**src/rtl/adder_ring_measure_ctrl.sv**
```systemverilog
// Ring-oscillator delay measurement sequencer for the instrumented adder.
// Loads operands and masks, releases the ring, and counts chain_out edges over a window.
module adder_ring_measure_ctrl #(
    parameter int WIDTH         = 32,
    parameter int CNT_W         = 32,
    parameter int SETTLE_CYCLES = 4,
    parameter int SYNC_STAGES   = 2,
    // window counter width; defaults to CNT_W, may be widened when CNT_W is small
    parameter int WIN_W         = CNT_W
) (
    input  logic             wb_clk_i,
    input  logic             wb_rst_n,
    input  logic             start,
    input  logic             abort,
    input  logic [WIDTH-1:0] cfg_a,
    input  logic [WIDTH-1:0] cfg_b,
    input  logic [WIDTH-1:0] cfg_ring_mask,
    input  logic [WIDTH-1:0] cfg_ext_mask,
    input  logic [WIN_W-1:0] cfg_window,
    input  logic             chain_out,
    output logic [WIDTH-1:0] a_input,
    output logic [WIDTH-1:0] b_input,
    output logic [WIDTH-1:0] a_input_ring_bit_b,
    output logic [WIDTH-1:0] a_input_ext_bit_b,
    output logic             busy,
    output logic             done,
    output logic             overflow,
    output logic [CNT_W-1:0] edge_count
);

    typedef enum logic [2:0] {
        S_IDLE,
        S_SETUP,
        S_SETTLE,
        S_MEASURE,
        S_DONE
    } state_t;

    localparam int ST_W = (SETTLE_CYCLES < 2) ? 1 : $clog2(SETTLE_CYCLES + 1);
    localparam logic [ST_W-1:0]  SETTLE_LD = ST_W'(SETTLE_CYCLES);
    localparam logic [CNT_W-1:0] CNT_MAX   = '1;

    state_t                 state_q;
    logic [WIDTH-1:0]       a_q, b_q, ring_q, ext_q, ring_mask_q;
    logic [WIN_W-1:0]       win_q;
    logic [ST_W-1:0]        settle_q;
    logic [CNT_W-1:0]       cnt_q;
    logic                   busy_q, done_q, ovf_q;
    logic [SYNC_STAGES-1:0] sync_q;
    logic                   prev_q;
    logic                   rise_d;
    logic [WIN_W-1:0]       win_ld_d;

    // Edge detect on the synchronized ring output and window length clamp (0 means 1)
    always_comb begin
        rise_d   = sync_q[SYNC_STAGES-1] & ~prev_q;
        win_ld_d = (cfg_window == '0) ? WIN_W'(1) : cfg_window;
    end

    // Synchronizer runs in every state so prev is valid when the window opens
    always_ff @(posedge wb_clk_i or negedge wb_rst_n) begin
        if (!wb_rst_n) begin
            sync_q <= '0;
            prev_q <= 1'b0;
        end else begin
            sync_q <= {sync_q[SYNC_STAGES-2:0], chain_out};
            prev_q <= sync_q[SYNC_STAGES-1];
        end
    end

    // Measurement sequencer with registered outputs; abort overrides any active state
    always_ff @(posedge wb_clk_i or negedge wb_rst_n) begin
        if (!wb_rst_n) begin
            state_q     <= S_IDLE;
            a_q         <= '0;
            b_q         <= '0;
            ring_q      <= '1;
            ext_q       <= '1;
            ring_mask_q <= '0;
            win_q       <= '0;
            settle_q    <= '0;
            cnt_q       <= '0;
            busy_q      <= 1'b0;
            done_q      <= 1'b0;
            ovf_q       <= 1'b0;
        end else if (abort && state_q != S_IDLE) begin
            state_q <= S_IDLE;
            ring_q  <= '1;
            ext_q   <= '1;
            busy_q  <= 1'b0;
        end else begin
            case (state_q)
                S_IDLE: begin
                    if (start && !abort) begin
                        a_q         <= cfg_a;
                        b_q         <= cfg_b;
                        ext_q       <= ~cfg_ext_mask;
                        ring_mask_q <= cfg_ring_mask;
                        win_q       <= win_ld_d;
                        cnt_q       <= '0;
                        ovf_q       <= 1'b0;
                        done_q      <= 1'b0;
                        busy_q      <= 1'b1;
                        state_q     <= S_SETUP;
                    end
                end
                S_SETUP: begin
                    ring_q   <= ~ring_mask_q;
                    settle_q <= SETTLE_LD;
                    state_q  <= S_SETTLE;
                end
                S_SETTLE: begin
                    if (settle_q <= ST_W'(1)) begin
                        state_q <= S_MEASURE;
                    end else begin
                        settle_q <= settle_q - ST_W'(1);
                    end
                end
                S_MEASURE: begin
                    if (rise_d) begin
                        if (cnt_q == CNT_MAX) begin
                            ovf_q <= 1'b1;
                        end else begin
                            cnt_q <= cnt_q + CNT_W'(1);
                        end
                    end
                    if (win_q == WIN_W'(1)) begin
                        ring_q  <= '1;
                        ext_q   <= '1;
                        busy_q  <= 1'b0;
                        done_q  <= 1'b1;
                        state_q <= S_DONE;
                    end else begin
                        win_q <= win_q - WIN_W'(1);
                    end
                end
                S_DONE: begin
                    state_q <= S_IDLE;
                end
                default: begin
                    state_q <= S_IDLE;
                end
            endcase
        end
    end

    assign a_input            = a_q;
    assign b_input            = b_q;
    assign a_input_ring_bit_b = ring_q;
    assign a_input_ext_bit_b  = ext_q;
    assign busy               = busy_q;
    assign done               = done_q;
    assign overflow           = ovf_q;
    assign edge_count         = cnt_q;

endmodule

```
**config.mk**
```make
export PLATFORM = sky130hd
export DESIGN_NAME = adder_ring_measure_ctrl
export DESIGN_NICKNAME = d
export VERILOG_FILES = /design/src/rtl/adder_ring_measure_ctrl.sv
export SDC_FILE = /design/constraint.sdc
export NUM_CORES = 1
export LEC_CHECK = 0
export ABC_AREA = 1
export ABC_CLOCK_PERIOD_IN_PS = 2100
export CORE_ASPECT_RATIO = 1.1
export CORE_MARGIN = 2
export CORE_UTILIZATION = 49
export CTS_CLUSTER_SIZE = 8
export DETAILED_ROUTE_END_ITERATION = 8
export PLACE_DENSITY = 0.81
export SETUP_SLACK_MARGIN = 0.3
export SLEW_MARGIN = 10
export SYNTH_ARGS = -nofsm -noshare
export SYNTH_HDL_FRONTEND = slang
export SYNTH_SLANG_ARGS = --single-unit
```
**constraint.sdc**
```tcl
create_clock -name wb_clk_i -period 2.1 [get_ports wb_clk_i]
set_input_delay 0.525 -clock wb_clk_i [delete_from_list [all_inputs] [get_ports wb_clk_i]]
set_output_delay 0.525 -clock wb_clk_i [all_outputs]
set_load 0.005 [all_outputs]
```
==> results of run 1 <==
-- flip-flops by register name, indices dropped and copies added (netlist names) --
| signal | flops |
|---|---|
| overflow | 1 |
| a_input_ext_bit_b | 32 |
| b_input | 32 |
| ring_mask_q | 32 |
| busy | 1 |
| prev_q | 1 |
| edge_count | 32 |
| sync_q | 2 |
| settle_q | 3 |
| win_q | 32 |
| state_q | 3 |
| a_input_ring_bit_b | 32 |
| done | 1 |
| a_input | 32 |
-- power by group through the flow --
stage	Combinational, uW	Sequential [uW]	Clock (uW)
CTS	10400	8320	5260
finish	12000	8460	5170
global route	13100	8690	5430
detailed placement	10800	8350	0
global placement	10500	8310	0
floorplan	5770	8260	0
-- stage by stage --
stage	total power, uW	instance area (sq um)	setup WS, ns	TNS [ns]	hold slack, ns
final	25600	18200	0.257	0	0.346
after global routing	27200	18200	0.181	0	0.363
after CTS	23900	17500	0.221	0	0.347
after detailed placement	19200	16100	-0.128	-10.54	0.336
after global placement	18800	16100	-0.103	-7.46	0.340
after floorplan	14000	12200	0.319	0	0.229
-- area by class of cell --
cell class                      instances  area, sq um
Inverter                               99          373
Tap cell                              310          388
Multi-Input combinational cell       1204         5830
Sequential cell                       236         6020
Clock buffer                           53          943
Clock inverter                          4         57.6
Antenna cell                            1         2.50
Fill cell                            1791         6300
Timing Repair Buffer                  461         4550
-- what timing repair did --
action	4_1_cts	5_1_grt
gates resized for setup	297	149
hold buffers	1	0
setup buffers	41	15
gates cloned	2	16
setup endpoints to repair	227	164
pin swaps	4	19
hold endpoints to repair	32	0
-- worst max-delay path, stage by stage (launching register included) --
cell	delay, ns
dfrtp_2	0.36
buf_4	0.15
nand2_1	0.09
nor2_2	0.16
inv_1	0.08
nor2_2	0.14
nand2_4	0.10
nor2_4	0.12
nand3_4	0.10
nand2_8	0.15
clkbuf_16	0.18
nand2_2	0.04
o21ai_1	0.08
-- cells in the final DEF (no fill, tap or decap), types with 4 or more instances in the layout --
cell             count
xnor2_1             12
o21ai_2             18
nand2_2             43
clkbuf_16           45
dfrtp_1            144
nor2_1             145
buf_12              18
nor3_1               6
clkbuf_1            18
nand3_1             91
o21ai_1             42
nor2_2              16
nor2_4              23
buf_6               18
nand2_8              4
clkbuf_2            22
a21oi_1              9
dfrtp_2             28
inv_1               88
nand2_4             16
nor3_2               4
nand2_1            646
o21ai_0             45
buf_4               82
nand4_1             45
dlygate4sd2_1       86
xor2_1               4
inv_2               10
dfstp_2             64
clkdlybuf4s50_1    162
o21bai_1             5
buf_2               14
clkdlybuf4s15_1     38
-- worst max-delay path by stage --
stage,from,to
3_5_place_dp,start,edge_count[2]
6_report,edge_count[10],edge_count[5]
2_1_floorplan,edge_count[0],edge_count[16]
5_1_grt,edge_count[1],edge_count[1]
4_1_cts,a_input_ring_bit_b[31],a_input_ring_bit_b[31]
3_3_place_gp,start,edge_count[2]
-- routing by layer --
metal  vias up  global-route usage (%)  share of wire [%]
met5         -                       0                  0
met2       762                    51.7                 49
met3       203                    7.35                9.8
met1      5960                    34.7                 36
li1       5922                       -                  -
met4         0                    12.6                5.7
-- cells by family after synthesis --
| kind of cell | count (synthesis) | synth area share, % |
|---|---|---|
| AOI/OAI and AO/OA | 125 | 5.72 |
| xor gates and xnor gates | 16 | 1.15 |
| adders and majority gates | 5 | 0.514 |
| buffers and inverters | 171 | 6.35 |
| DFF | 236 | 49.2 |
| muxes | 2 | 0.164 |
| and+or+nand+nor | 1055 | 36.9 |
==> summary.txt, run 1 <==
Floorplanning
  • Die ar.: 26100 sq um
  • Placeable Area: 24500 sq um
  • # rows: 60
  • Top Ports: 328
  • Starting density of the core: 49.8%
  • Die W: 154 um
  • Die Ht: 169 um

Layout
  • Syn-to-layout area delta: 49.2%
  • Proportion of layout cells with a drive suffix above 1: 22.0%
  • Final core occ: 74.2%
  • Nets: 2207
  • Final Non-Filler Cells: 2368

Synth
  • Register area share after synthesis: 49.2%
  • Synth top area cells: dfrtp_1 (35%), nand2_1 (21%), dfstp_2 (14%)
  • Yosys reg bits: 236
  • Post-synth ARST share: 100%
  • Post-synthesis average cell area: 7.56 sq um
  • Most frequent cell after synthesis: nand2_1
  • Syn Inst Count: 1610
  • Top cell type by total area after synthesis: dfrtp_1
  • Mapped Area: 12200 sq um
  • EDFF count, synth: 0
  • Synth cell count leaders: nand2_1 (676), dfrtp_1 (172), nor2_1 (169)
  • Yosys cell types: 41
  • Yosys top cell area share: 35.3%
  • Warnings, synthesis: 0
  • Primary FF master, synth: dfrtp_1
  • Syn nets: 1780

Drt
  • Routed WL per cell: 17.8 um
  • Drt pass-1 iters: 7
  • Routed via count: 12800
  • DRC Markers: 0
  • Drt total wl: 42100 um
  • Detailed Route Iter0 Violations: 1038
  • Antenna-violating nets left: 0
  • DR vias/cell: 5.43

Place
  • Buffers on Ports: 327
  • GP Congestion: 0.936
  • DP Cell Count: 2235
  • Post-DP HPWL: 26200 um

Clock tree
  • Clock slew at reported path FFs: 0.05 ns
  • Clock Sinks: 236
  • Clk_lat worst skew: 0.51 ns
  • Max Buffers Root-to-Sink: 3
  • CTS buffer count: 35
  • Clock root buffer: clkbuf_16
  • CTS tree: done
  • H-tree depth: 2

Setup path
  • Worst Path Max Fanout: 7
  • Worst setup SP type: register
  • Reg-to-reg endpoint: edge_count[5]
  • CP Capture Type: register
  • Setup slack, reg-to-reg: 0.26 ns
  • Arr. time, crit path: 2.27 ns
  • WS Path Type: register to register
  • Critical R2R Launch: edge_count[10]
  • Reg2Reg Depth: 12
  • WP data required: 2.53 ns

Timing
  • FMAX: 0.542 GHz
  • Min Tclk post-route: 1.84 ns
  • Setup violators final: 0
  • Actual slew at the worst max-slew pin: 0.429 ns
  • Slew HR: 71.4%
  • Unrepaired setup endpoints after global routing: true
  • Clk_skew: 0.0164 ns
  • Slew Viols, Final: 0
  • Final Cycle Share: 87.8%
  • Final Hold Viols: 0

Run
  • MaxCap Viol Count: 0

Pwr
  • Worst VDD drop: 0.722 mV
  • Switching Share: 39.3%
  • P_sw: 10100 uW
  • P_leak: 0.00883 uW
  • Clock share of power: 20.2%
  • Pint: 15500 uW
  • Total power density per cell area: 1410 nW/um^2
  • Gate power share: 46.7%
  • Sequential power share: 33.1%

Global routing
  • Initial antenna violation count: 1
  • Total Routing Usage GR: 29.5%
  • Vias in the first global route: 12200
  • Largest net degree at the start of global routing: 71
  • First-pass GRT wire length: 62300 um
  • Aggregate global routing overflow: 0

Min path
  • HP Start: sync_q[0]
  • Hold crit path type: register to register
  • Hold path endpoint: sync_q[1]
  • Hold Crit Depth: 0

Status
  • Status: completed
Note: power is estimated with default switching activity, not from simulation.
==> run 2, diff against run 1 <==
--- a/config.mk
+++ b/config.mk
@@ -8,11 +8,12 @@
 export ABC_AREA = 1
 export ABC_CLOCK_PERIOD_IN_PS = 2100
 export CORE_ASPECT_RATIO = 1.1
-export CORE_MARGIN = 2
-export CORE_UTILIZATION = 49
+export CORE_MARGIN = 1
+export CORE_UTILIZATION = 50
+export CTS_BUF_LIST = sky130_fd_sc_hd__clkbuf_4 sky130_fd_sc_hd__clkbuf_8
 export CTS_CLUSTER_SIZE = 8
 export DETAILED_ROUTE_END_ITERATION = 8
-export PLACE_DENSITY = 0.81
+export PLACE_DENSITY = 0.82
 export SETUP_SLACK_MARGIN = 0.3
 export SLEW_MARGIN = 10
 export SYNTH_ARGS = -nofsm -noshare
==> run 2 against run 1 <==
  * Clock power down 14%
  * Power up 6.9%
  * Final cell count up 2.7%
  * Combinational power up 19%
  * Maximum frequency down 2.5%
  * Critical path type unchanged
==> summary.txt, run 2 (same netlist as run 1, synthesis figures left out) <==
Drt
  • Routed WL per cell: 17.9 um (+0.97%)
  • DRC Markers: 0 (unchanged)
  • Drt pass-1 iters: 6 (-1)
  • DR vias/cell: 5.40 (-0.48%)
  • Routed via count: 13100 (+2.2%)
  • Drt total wl: 43600 um (+3.7%)
  • Detailed Route Iter0 Violations: 959 (-7.6%)
  • Antenna-violating nets left: 0 (unchanged)

Pwr
  • Tot Pwr: 27400 uW (+6.9%)
  • Worst VDD drop: 0.881 mV (+22%)
  • Total power density per cell area: 1450 nW/um^2 (+3.0%)
  • P_leak: 0.00929 uW (+5.2%)

Timing
  • Final Hold Viols: 0 (unchanged)
  • Unrepaired setup endpoints after global routing: true
  • Hold_ws: 0.352 ns (+0.00568 ns)
  • Setup TNS: 0 ns (unchanged)
  • Setup violators final: 0 (unchanged)
  • FMAX: 0.529 GHz (-2.5%)
  • Min Tclk post-route: 1.89 ns (+0.0478 ns)
  • Slew Viols, Final: 0 (unchanged)
  • Final Cycle Share: 90.1% (+2.3 points)
  • Actual slew at the worst max-slew pin: 0.457 ns (+0.0283 ns)
  • Slew HR: 69.2% (-2.2 points)
  • Clk_skew: 0.0164 ns (+0.0000315 ns)

Floorplanning
  • Starting density of the core: 51.2% (+1.5 points)
  • Top Ports: 328 (unchanged)
  • Die Ht: 166 um (-2.2%)
  • Die ar.: 25000 sq um (-4.4%)
  • # rows: 59 (-1.7%)
  • Die W: 151 um (-2.3%)
  • Placeable Area: 23800 sq um (-2.9%)

Global routing
  • Aggregate global routing overflow: 0 (unchanged)
  • Initial antenna violation count: 1 (unchanged)
  • Largest net degree at the start of global routing: 79 (+11%)
  • Vias in the first global route: 12400 (+1.9%)
  • First-pass GRT wire length: 61900 um (-0.53%)
  • Total Routing Usage GR: 31.3% (+1.7 points)

Setup path
  • Arr. time, crit path: 2.37 ns (+0.10 ns)
  • WP data required: 2.58 ns (+0.05 ns)
  • Reg-to-reg endpoint: edge_count[16]
  • Critical Path End: edge_count[16]
  • Worst Path Max Fanout: 7 (unchanged)
  • WS Path Type: register to register
  • Setup slack, reg-to-reg: 0.21 ns (-0.05 ns)
  • CP Launch Point: edge_count[1]
  • Reg2Reg Depth: 15 (+3)
  • CP Capture Type: register
  • Worst setup SP type: register
  • Critical R2R Launch: edge_count[1]

Clock tree
  • CTS buffer count: 40 (+14%)
  • Clock Sinks: 236 (unchanged)
  • Max Buffers Root-to-Sink: 3 (unchanged)
  • H-tree depth: 2 (unchanged)
  • Clk_lat worst skew: 0.56 ns (+0.05 ns)
  • CTS tree: done
  • Clock slew at reported path FFs: 0.06 ns (about the same)
  • Clock root buffer: clkbuf_8

Layout
  • Fillers: 1528 (-15%)
  • Syn-to-layout area delta: 54.9%
  • Proportion of layout cells with a drive suffix above 1: 30.9% (+8.9 points)
  • Nets: 2268 (+2.8%)
  • Commonest non-fill, non-tap cell in the layout: nand2_1
  • Most frequent cells in the layout: nand2_1 (601), clkdlybuf4s50_1 (163), nor2_1 (140), dfrtp_1 (135), buf_4 (124)

Place
  • Post-DP HPWL: 26100 um (-0.40%)
  • GP Congestion: 0.946 (+1.1%)
  • Buffers on Ports: 327 (unchanged)

Run
  • MaxCap Viol Count: 0 (unchanged)

Status
  • Status: completed

Min path
  • Hold crit path type: register to register
run 2: what timing repair did:
action,in CTS,in global routing
pin swaps,12,43
setup buffers,70,40
setup endpoints to repair,195,140
gates resized for setup,423,248
hold endpoints to repair,13,0
hold buffers,1,0
gates cloned,3,20
run 2: power by group:
part	switching, uW	internal [uW]	total, uW
logic	7560	6730	14300
registers	1540	7070	8600
clock network	1970	2500	4470
total	11100	16300	27400
run 2: critical path, stage by stage, from the launching register on:
cell,delay (ns)
dfrtp_1,0.38
buf_6,0.11
ha_4,0.14
nand2_4,0.05
nor2_4,0.12
inv_2,0.07
nor2_4,0.13
nand2_4,0.07
nor2_4,0.09
nand3_2,0.09
nand2_4,0.10
buf_12,0.13
buf_12,0.10
buf_16,0.12
nand2_2,0.06
o21ai_2,0.06
run 2: area by class of cell:
class | instances | area (sq um) | area share [%]
sequential | 236 | 6030 | 32.0
multi-input combinational | 1204 | 6200 | 32.9
timing repair buffer | 517 | 5000 | 26.5
tap | 305 | 382 | 2.02
inverter | 99 | 378 | 2.00
antenna | 1 | 2.50 | 0.0133
clock inverter | 6 | 81.3 | 0.431
clock buffer | 65 | 782 | 4.15
run 2: worst min-delay path by stage:
stage / cells after the start / to / start
finish: 0 / sync_q[1] / sync_q[0]
global route: 0 / sync_q[1] / sync_q[0]
CTS: 0 / sync_q[1] / sync_q[0]
detailed placement: 0 / sync_q[1] / sync_q[0]
global placement: 0 / sync_q[1] / sync_q[0]
floorplan: 0 / a_input[0] / wb_rst_n
run 2: per-stage QoR:
step	std cells	setup slack (ns)	util (%)	area, sq um
floorplan	1610	0.319	-	12200
global placement	2227	-0.0651	67.8	16100
detailed placement	2227	-0.112	67.8	16100
CTS	2372	0.118	73.0	17300
global route	2433	0.122	79.3	18900
finish	2433	0.209	79.3	18900
run 2: layer usage:
metal  vias to the layer above  GRT usage, %  wire length [um]  share of wire, %
met3                       193          7.16              3990               9.1
met5                         -             0                 0                 0
met4                         0          15.3              2590               5.9
met1                      6143          36.6             15300                35
met2                       734          53.3             21700                50
li1                       6066             -                 -                 -
